<file path="src/rtl/prio_enc_pkg.sv">
// -----------------------------------------------------------------------------
// prio_enc_pkg
// Shared constants and helpers for the priority encoder display block.
//   SEG_BLANK : active-low segment pattern with every segment off
//   seg_hex() : 4-bit value to active-low 7-segment pattern, bit 6 = seg g,
//               bit 0 = seg a
// -----------------------------------------------------------------------------
package prio_enc_pkg;

  localparam logic [6:0] SEG_BLANK = 7'h7F;

  function automatic logic [6:0] seg_hex(input logic [3:0] n);
    logic [6:0] s;
    case (n)
      4'h0:    s = 7'b1000000;
      4'h1:    s = 7'b1111001;
      4'h2:    s = 7'b0100100;
      4'h3:    s = 7'b0110000;
      4'h4:    s = 7'b0011001;
      4'h5:    s = 7'b0010010;
      4'h6:    s = 7'b0000010;
      4'h7:    s = 7'b1111000;
      4'h8:    s = 7'b0000000;
      4'h9:    s = 7'b0010000;
      4'hA:    s = 7'b0001000;
      4'hB:    s = 7'b0000011;
      4'hC:    s = 7'b1000110;
      4'hD:    s = 7'b0100001;
      4'hE:    s = 7'b0000110;
      default: s = 7'b0001110;
    endcase
    return s;
  endfunction

endpackage

</file>
<file path="src/rtl/prio_enc_disp_seg7_hex_dec.sv">
// -----------------------------------------------------------------------------
// seg7_hex_dec
// One hex digit decoder for an active-low 7-segment display.
// Ports:
//   nib  in  4  hex value to show
//   seg  out 7  active-low segments, bit 6 = g ... bit 0 = a
// -----------------------------------------------------------------------------
module seg7_hex_dec
  import prio_enc_pkg::*;
(
  input  logic [3:0] nib,
  output logic [6:0] seg
);

  assign seg = seg_hex(nib);

endmodule

</file>
<file path="src/rtl/prio_enc_disp.sv">
// -----------------------------------------------------------------------------
// prio_enc_disp
// Registered priority encoder with a stability filter and a hex 7-segment
// readout of the committed index.
//
// Parameters:
//   N_IN        number of request inputs (>= 2)
//   STABLE_CYC  cycles a candidate must hold before it is committed (>= 1)
//   IDX_W, N_DIG are derived and must not be overridden
// Ports:
//   clk   in   1          system clock, rising edge
//   rst   in   1          asynchronous, active-high reset
//   x     in   N_IN       request vector, bit i = request i
//   en    in   1          encoder enable
//   hold  in   1          freeze committed outputs and restart the window
//   y     out  IDX_W      committed index of the highest set request
//   l     out  1          committed any-request flag
//   upd   out  1          one-cycle pulse when y or l changes
//   seg   out  7*N_DIG    active-low segments, digit d = seg[7d+6:7d]
// Build option:
//   PRIO_SEG_BLANK_EN  when defined, all digits are blanked while l = 0
// -----------------------------------------------------------------------------
module prio_enc_disp
  import prio_enc_pkg::*;
#(
  parameter  int N_IN       = 16,
  parameter  int STABLE_CYC = 4,
  localparam int IDX_W      = $clog2(N_IN),
  localparam int N_DIG      = (IDX_W + 3) / 4
)(
  input  logic               clk,
  input  logic               rst,
  input  logic [N_IN-1:0]    x,
  input  logic               en,
  input  logic               hold,
  output logic [IDX_W-1:0]   y,
  output logic               l,
  output logic               upd,
  output logic [7*N_DIG-1:0] seg
);

  localparam int CNT_W = (STABLE_CYC > 1) ? $clog2(STABLE_CYC) : 1;
  localparam logic [CNT_W-1:0] CNT_MAX = CNT_W'(STABLE_CYC - 1);
  localparam int Y_EXT_W = 4 * N_DIG;

  logic [N_IN-1:0]  x_q, x_d;
  logic [IDX_W:0]   pend_q, pend_d;
  logic [CNT_W-1:0] cnt_q, cnt_d;
  logic [IDX_W-1:0] y_q, y_d;
  logic             l_q, l_d;
  logic             upd_q, upd_d;

  logic             c_any;
  logic [IDX_W-1:0] c_idx;
  logic [IDX_W:0]   cand;

  // Ascending scan so the last hit, i.e. the highest set bit, wins.
  always_comb begin
    c_any = |x_q;
    c_idx = '0;
    if (en && c_any) begin
      for (int i = 0; i < N_IN; i++) begin
        if (x_q[i]) c_idx = IDX_W'(i);
      end
    end
    cand = {c_any, c_idx};
  end

  always_comb begin
    x_d    = x;
    pend_d = pend_q;
    cnt_d  = cnt_q;
    y_d    = y_q;
    l_d    = l_q;
    upd_d  = 1'b0;
    if (cand != pend_q) begin
      pend_d = cand;
      cnt_d  = '0;
    end else if (hold) begin
      // Holding also discards progress so release starts a fresh window.
      cnt_d = '0;
    end else if (cnt_q != CNT_MAX) begin
      cnt_d = cnt_q + CNT_W'(1);
    end else if (pend_q != {l_q, y_q}) begin
      {l_d, y_d} = pend_q;
      upd_d      = 1'b1;
    end
  end

  always_ff @(posedge clk or posedge rst) begin
    if (rst) begin
      x_q    <= '0;
      pend_q <= '0;
      cnt_q  <= '0;
      y_q    <= '0;
      l_q    <= 1'b0;
      upd_q  <= 1'b0;
    end else begin
      x_q    <= x_d;
      pend_q <= pend_d;
      cnt_q  <= cnt_d;
      y_q    <= y_d;
      l_q    <= l_d;
      upd_q  <= upd_d;
    end
  end

  assign y   = y_q;
  assign l   = l_q;
  assign upd = upd_q;

  // Zero-extend y so the top digit reads unused high bits as 0.
  logic [Y_EXT_W-1:0] y_ext;
  assign y_ext = Y_EXT_W'(y_q);

  for (genvar d = 0; d < N_DIG; d++) begin : g_dig
    logic [6:0] dig_seg;

    seg7_hex_dec u_dec (
      .nib (y_ext[4*d +: 4]),
      .seg (dig_seg)
    );

`ifdef PRIO_SEG_BLANK_EN
    assign seg[7*d +: 7] = l_q ? dig_seg : SEG_BLANK;
`else
    assign seg[7*d +: 7] = dig_seg;
`endif
  end

endmodule

</file>
<file path="config.mk">
export PLATFORM = sky130hd
export DESIGN_NAME = prio_enc_disp
export DESIGN_NICKNAME = d
export VERILOG_FILES = /design/src/rtl/prio_enc_pkg.sv /design/src/rtl/prio_enc_disp_seg7_hex_dec.sv /design/src/rtl/prio_enc_disp.sv
export SDC_FILE = /design/constraint.sdc
export NUM_CORES = 1
export LEC_CHECK = 0
export CORE_MARGIN = 1.5
export CORE_UTILIZATION = 40
export CTS_CLUSTER_SIZE = 20
export DETAILED_ROUTE_END_ITERATION = 7
export PLACE_DENSITY = 0.78
export SLEW_MARGIN = 30
export SYNTH_ARGS = -nofsm -noshare
export SYNTH_HDL_FRONTEND = slang
export SYNTH_SLANG_ARGS = --single-unit
</file>
<file path="constraint.sdc">
create_clock -name clk -period 2.79 [get_ports clk]
set_input_delay 0.558 -clock clk [delete_from_list [all_inputs] [get_ports clk]]
set_output_delay 0.558 -clock clk [all_outputs]
set_load 0.01 [all_outputs]
</file>
=== After elaboration in Yosys (flattened, before gate mapping) ===
Memory sizes are Yosys's and may differ from the RTL's.
Cells that the tools add are included.

* Add/sub/neg operators: 1
* Equality and inequality tests: 3
* Muxes and demuxes: 23
* Bitwise operators: 3
* Reductions and logical operators: 4

{| class="wikitable"
|+ Operator list
! operator !! number
|-
| $mux 4 || 15
|-
| $reduce_or 16->1 || 1
|-
| $ne 5x5->1 || 2
|-
| $mux 2 || 3
|-
| $mux 1 || 5
|-
| $reduce_and 4->1 || 1
|-
| $not 1->1 || 3
|-
| $reduce_bool 3->1 || 1
|-
| $add 2x1->2 const B || 1
|-
| $ne 2x2->1 const B || 1
|-
| $logic_and 1x1->1 || 1
|}

* Register bits after elaboration: 29
* ROM bits: 112
* Input bits: 20
* Output and inout port bits: 13
* Logic and storage cells: 41
* Memories: 1

{| class="wikitable"
|+ Memory list
! memory !! words !! bits a word !! rd ports !! clocked after memory_dff !! wr ports !! RTL line !! source
|-
| (name not given) || 16 || 7 || 1 || 0 || 0 || prio_enc_pkg.sv:14 || <nowiki>case (n)</nowiki>
|}

=== Longest topological paths before layout ===
* Depth in word-level cells: 19
* Mapped depth: 7
* Gate-level depth less buffers: 7

=== By module ===
A second synthesis with hierarchy kept.

* Cell total of the unflattened synthesis: 118
* Area total of the unflattened synthesis: 1415.1 um^2

{| class="wikitable"
|+ Modules (own cells, without submodules)
! module !! times used !! cells each !! area an instance (um^2) !! sequential area each (um^2)
|-
| prio_enc_disp || 1 || 83 || 1144.8 || 725.7
|-
| seg7_hex_dec || 1 || 35 || 270.3 || 0.0
|}

=== Least setup slack after synthesis ===
No wires, ideal clock.

* Kind: reg-to-reg
* Start point: register x_q[11]
* End point: register y_q[2], in the netlist y[2]
* Setup time: 0.125 ns
* Arrival: 2.057 ns
* Required time: 2.665 ns
* Path slack: 0.608 ns
* Cell stages (with the launch flop): 8
* Path buffers: 0
* Period minus slack after synthesis: 2.182 ns
* Cells stage by stage: dfrtp_1 > or2_1 > nor3b_1 > a2111oi_2 > or3_1 > nand4_2 > nor3_4 > mux2_4

* Word-level cells in the longest chain between the ends: 9
* Elaborated cells on any way between the ends: 11
* Those cells by class: eq/ne: 1; mux: 6; bitwise: 1; reduce/logical: 3

{| class="wikitable"
|+ RTL lines
! element !! RTL line !! source
|-
| start, declared || prio_enc_disp.sv:46 || <nowiki>logic [N_IN-1:0] x_q, x_d;</nowiki>
|-
| start signal, assigned || prio_enc_disp.sv:92 || <nowiki>x_q <= '0;</nowiki>
|-
| start signal, assigned || prio_enc_disp.sv:99 || <nowiki>x_q <= x_d;</nowiki>
|-
| $mux 4 (5 in a row) || prio_enc_disp.sv:63 || <nowiki>if (x_q[i]) c_idx = IDX_W'(i);</nowiki>
|-
| $mux 4 || prio_enc_disp.sv:61 || <nowiki>if (en && c_any) begin</nowiki>
|-
| $ne 5x5->1 (*) || prio_enc_disp.sv:76 || <nowiki>if (cand != pend_q) begin</nowiki>
|-
| $not 1->1 (no source line) (*) || n/a ||
|-
| $reduce_and 4->1 (no source line) (*) || n/a ||
|-
| end signal, assigned || prio_enc_disp.sv:102 || <nowiki>y_q <= y_d;</nowiki>
|-
| end, declared || prio_enc_disp.sv:49 || <nowiki>logic [IDX_W-1:0] y_q, y_d;</nowiki>
|}

Every way passes the cells marked *; elsewhere a longest branch is shown, timed or not.
A chain may end at the register's enable or synchronous reset.

=== Worst setup path after layout ===
* Start point: register y_q[0], in the netlist y[0]
* End point: output port seg[2]

* Word-level cells in the longest chain between the ends: 1

{| class="wikitable"
|+ RTL lines
! element !! RTL line !! source
|-
| $mem_v2 16x7 || n/a ||
|-
| end, declared || prio_enc_disp.sv:39 || <nowiki>output logic [7*N_DIG-1:0] seg</nowiki>
|}

No other way between the ends.

==> out/qor.tcl <==
set qor(status) {finished, final reports clean}
set qor(grt.total_usage_pct) 15.5
set qor(worst-endpoint-required_ns) 2.23
set qor(worst_slew_pin_slew_ns) 0.591
set qor(yosysUniqueCellTypes) 39
set qor(p_switching_w) 0.000190
set qor(type_of_origin_of_the_critical_path) {register}
set qor(critical_path.max_stage_delay_ns) 0.56
set qor(gp_congestion) 0.778
set qor(route.vias.total) 1060
set qor(fin_skew_ns) 0.00674
set qor(async_reset_ff_share_pct) 100
set qor(wl_mm) 2.74
set qor(grt_pass1_vias) 1061
set qor(drv_cap) 0
set qor(synth.top_cell.area_share_pct) 49.8
set qor(wire_length_of_the_first_global_routing_pass_mm) 4.69
set qor(ys.warnings.count) 0
set qor(internal_power_w) 0.000573
set qor(grt_setup_unrepaired) {no}
set qor(cts_tree) {built}
set qor(crit_path_top_delay_cell) {sky130_fd_sc_hd__clkdlybuf4s50_1}
set qor(leakagePower_nw) 0.815
set qor(drt-wirelength-per-cell_um) 13.2
set qor(worstSetupEndpointType) {output pin}
set qor(drt-vias-per-instance) 5.10
set qor(crit_path_max_fanout) 5
set qor(drt_iter0_drc) 42
set qor(timing.final.crit_period_ns) 2.64
set qor(syn-mean-instance-area_um2) 12.2
set qor(cts-buffers-inserted) 5
set qor(fmax_mhz) 379
set qor(grt_antenna_before_repair) 0
set qor(worst_ep_arrival_time_ns) 2.08
set qor(core-area_um2) 3420
set qor(chipWidth_um) 63.3
set qor(synth_top_area_cell) {sky130_fd_sc_hd__dfrtp_1}
set qor(p_sw_share_pct) 24.9
set qor(slack_of_the_critical_path_ns) 0.153
set qor(antenna_cells) 0
set qor(cts.reportedPaths.clkPinSlew_ns) 0.09
set qor(antenna_violating_nets_post_route) 0
set qor(ctsRootBufferMaster) {sky130_fd_sc_hd__clkbuf_4}
set qor(syn-instance-count) 119
set qor(share_clk_of_total_power_pct) 31.2
set qor(portBuffers) 32
set qor(cts-htree-levels) 2
set qor(final_layout_size_suffix_gt1_share_pct) 20.4
set qor(ctsHoldBuffers) 0
set qor(synth_common_cells) {29 x sky130_fd_sc_hd__dfrtp_1, 8 x sky130_fd_sc_hd__nor2_1, 7 x sky130_fd_sc_hd__ha_1}
set qor(slew-limit-headroom_pct) 60.6
set qor(die_y_um) 63.3
set qor(min-delay-path-class) {reg -> reg}
set qor(number_of_buffers_between_clock_root_and_the_deepest_sink) 2
set qor(ir_worst_vdd_mv) 0.282
set qor(syn2layout_area_growth_pct) 32.4
set qor(synth_top_flop_cell) {sky130_fd_sc_hd__dfrtp_1}
set qor(floorplan.die_area_um2) 4010
set qor(synth_most_common_cell) {sky130_fd_sc_hd__dfrtp_1}
set qor(syn_nets) 146
set qor(comb_power_share_pct) 9.3
set qor(area_contributors_post_synth) {sky130_fd_sc_hd__dfrtp_1 50%, sky130_fd_sc_hd__ha_1 6.0%, sky130_fd_sc_hd__mux2_4 5.2%}
set qor(critical_path_type) {reg -> out}
set qor(yosysSeqAreaShare_pct) 49.8
set qor(tns_ns) 0
set qor(synthesis_stage_register_bit_count) 29
set qor(crit_buf_inv) 2
set qor(setup_viol) 0
set qor(syn-cell-area_um2) 1460
set qor(boundaryPins) 33
set qor(max_slew_vio_count) 0
set qor(fillCellCount) 307
set qor(placement_stage_worst_setup_slack_ns) 0.284
set qor(nets) 188
set qor(detail_route.first_pass.iterations) 4
set qor(clock_latency_ns) 0.33
set qor(power.density_cell_area_nw_per_um2) 396
set qor(critical-path-top-delay-family) {buffers and inverters}
set qor(hold_violations) 0
set qor(detailed_place_hpwl_mm) 2.08
set qor(global_route.overflow_total) 0
set qor(synth_edf_count) 0
set qor(floorplan.rows) 21
set qor(largest_net_degree_at_the_start_of_global_routing) 30
set qor(pwr-share-seq_pct) 59.5
set qor(critical_path.cell_chain) {buf_4, ha_1, nand2b_1, mux2i_1, clkdlybuf4s50_1}
set qor(final_min_period_over_clock_period_pct) 94.5
set qor(clk_sinks) 29
set qor(post-route-drc-count) 0
set qor(floorplan.initialDensity_pct) 42.6
[power by group through the flow]
stage          clock network, W  registers, W  logic (W)
2_1_floorplan                 0      0.000458  0.0000377
3_3_place_gp                  0      0.000461  0.0000699
3_5_place_dp                  0      0.000462  0.0000721
4_1_cts                0.000251      0.000454  0.0000725
5_1_grt                0.000275      0.000457  0.0000790
6_report               0.000238      0.000454  0.0000709
[cell usage in the layout (no fill, tap or decap), types with 4 or more instances in the layout]
cell type and instances:
sky130_fd_sc_hd__clkdlybuf4s50_1 31, sky130_fd_sc_hd__dfrtp_1 27, sky130_fd_sc_hd__nor2_1 8, sky130_fd_sc_hd__ha_1 7, sky130_fd_sc_hd__inv_1 6, sky130_fd_sc_hd__buf_4 6
sky130_fd_sc_hd__xor2_1 5, sky130_fd_sc_hd__mux2_4 5, sky130_fd_sc_hd__clkbuf_4 5, sky130_fd_sc_hd__nor3_1 4, sky130_fd_sc_hd__xnor2_1 4, sky130_fd_sc_hd__mux2i_1 4
[flip-flops by register name (all words and copies together), names as in the netlist]
signal,count
upd,1
pend_q,5
y,4
cnt_q,2
l,1
x_q,16
[timing repair]
action                     4_1_cts  5_1_grt
buffers inserted                 0        4
setup endpoints to repair        1        1
resized for setup                1        2
hold endpoints to repair         0        0
[tightest hold or removal path: stages, from the launching register on]
cell and delay, ns:
sky130_fd_sc_hd__dfrtp_1 0.34, sky130_fd_sc_hd__nor4_1 0.06, sky130_fd_sc_hd__nand4_2 0.12
[path summary, 6_finish.rpt]
| check | startpoint | slack (ns) | endpoint | cells past startpoint |
|---|---|---|---|---|
| max | y[0] | 0.15 | seg[2] | 5 |
| min | x_q[0] | 0.57 | pend_q[4] | 2 |
| max reg2reg | x_q[13] | 0.39 | l | 7 |
| min reg2reg | x_q[0] | 0.57 | pend_q[4] | 2 |
| max in group asynchronous | rst | 1.92 | y[1] | 3 |
| min in group asynchronous | rst | 0.58 | x_q[14] | 3 |
[routing by layer]
metal  share of wire [%]  global-route usage (%)  vias up  routed length [um]
li1                    -                       -      515                   -
met5                   0                       0        -                   0
met3                 5.5                    5.00        5                 150
met4                 1.6                    5.71        0                  45
met2                  56                    29.2       37                1550
met1                  37                    15.7      503                1000
[per-stage QoR]
stage / total power (W) / hold slack (ns) / std cells / area, um2 / utilization (%)
2_1_floorplan: 0.000496 / 0.500 / 119 / 1460 / -
3_3_place_gp: 0.000531 / 0.533 / 196 / 1840 / 53.8
3_5_place_dp: 0.000534 / 0.560 / 196 / 1840 / 53.8
4_1_cts: 0.000777 / 0.578 / 204 / 1890 / 55.5
5_1_grt: 0.000811 / 0.618 / 208 / 1930 / 56.4
6_report: 0.000763 / 0.570 / 208 / 1930 / 56.4
[area by class of cell]
cell class,instances,area (um2),area share [%]
timing repair buffer,38,368,19.1
clock buffer,5,37.5,1.95
sequential,29,728,37.8
tap,46,57.6,2.99
clock inverter,3,17.5,0.909
multi-input combinational,81,697,36.1
inverter,6,22.5,1.17
[logic make-up (layout without fill, tap and decap cells)]
kind of cell    Yosys count  in the layout  synth area share (%)
flops                    29             29                  49.8
mux                      10             10                  9.45
fa+ha+maj                 7              7                  6.01
compound gates           18             18                  9.45
simple gates             36             36                  16.4
xor+xnor                 10             10                  6.53
buf+inv                   9             52                  2.32
Power figures use the tool's default switching activity.
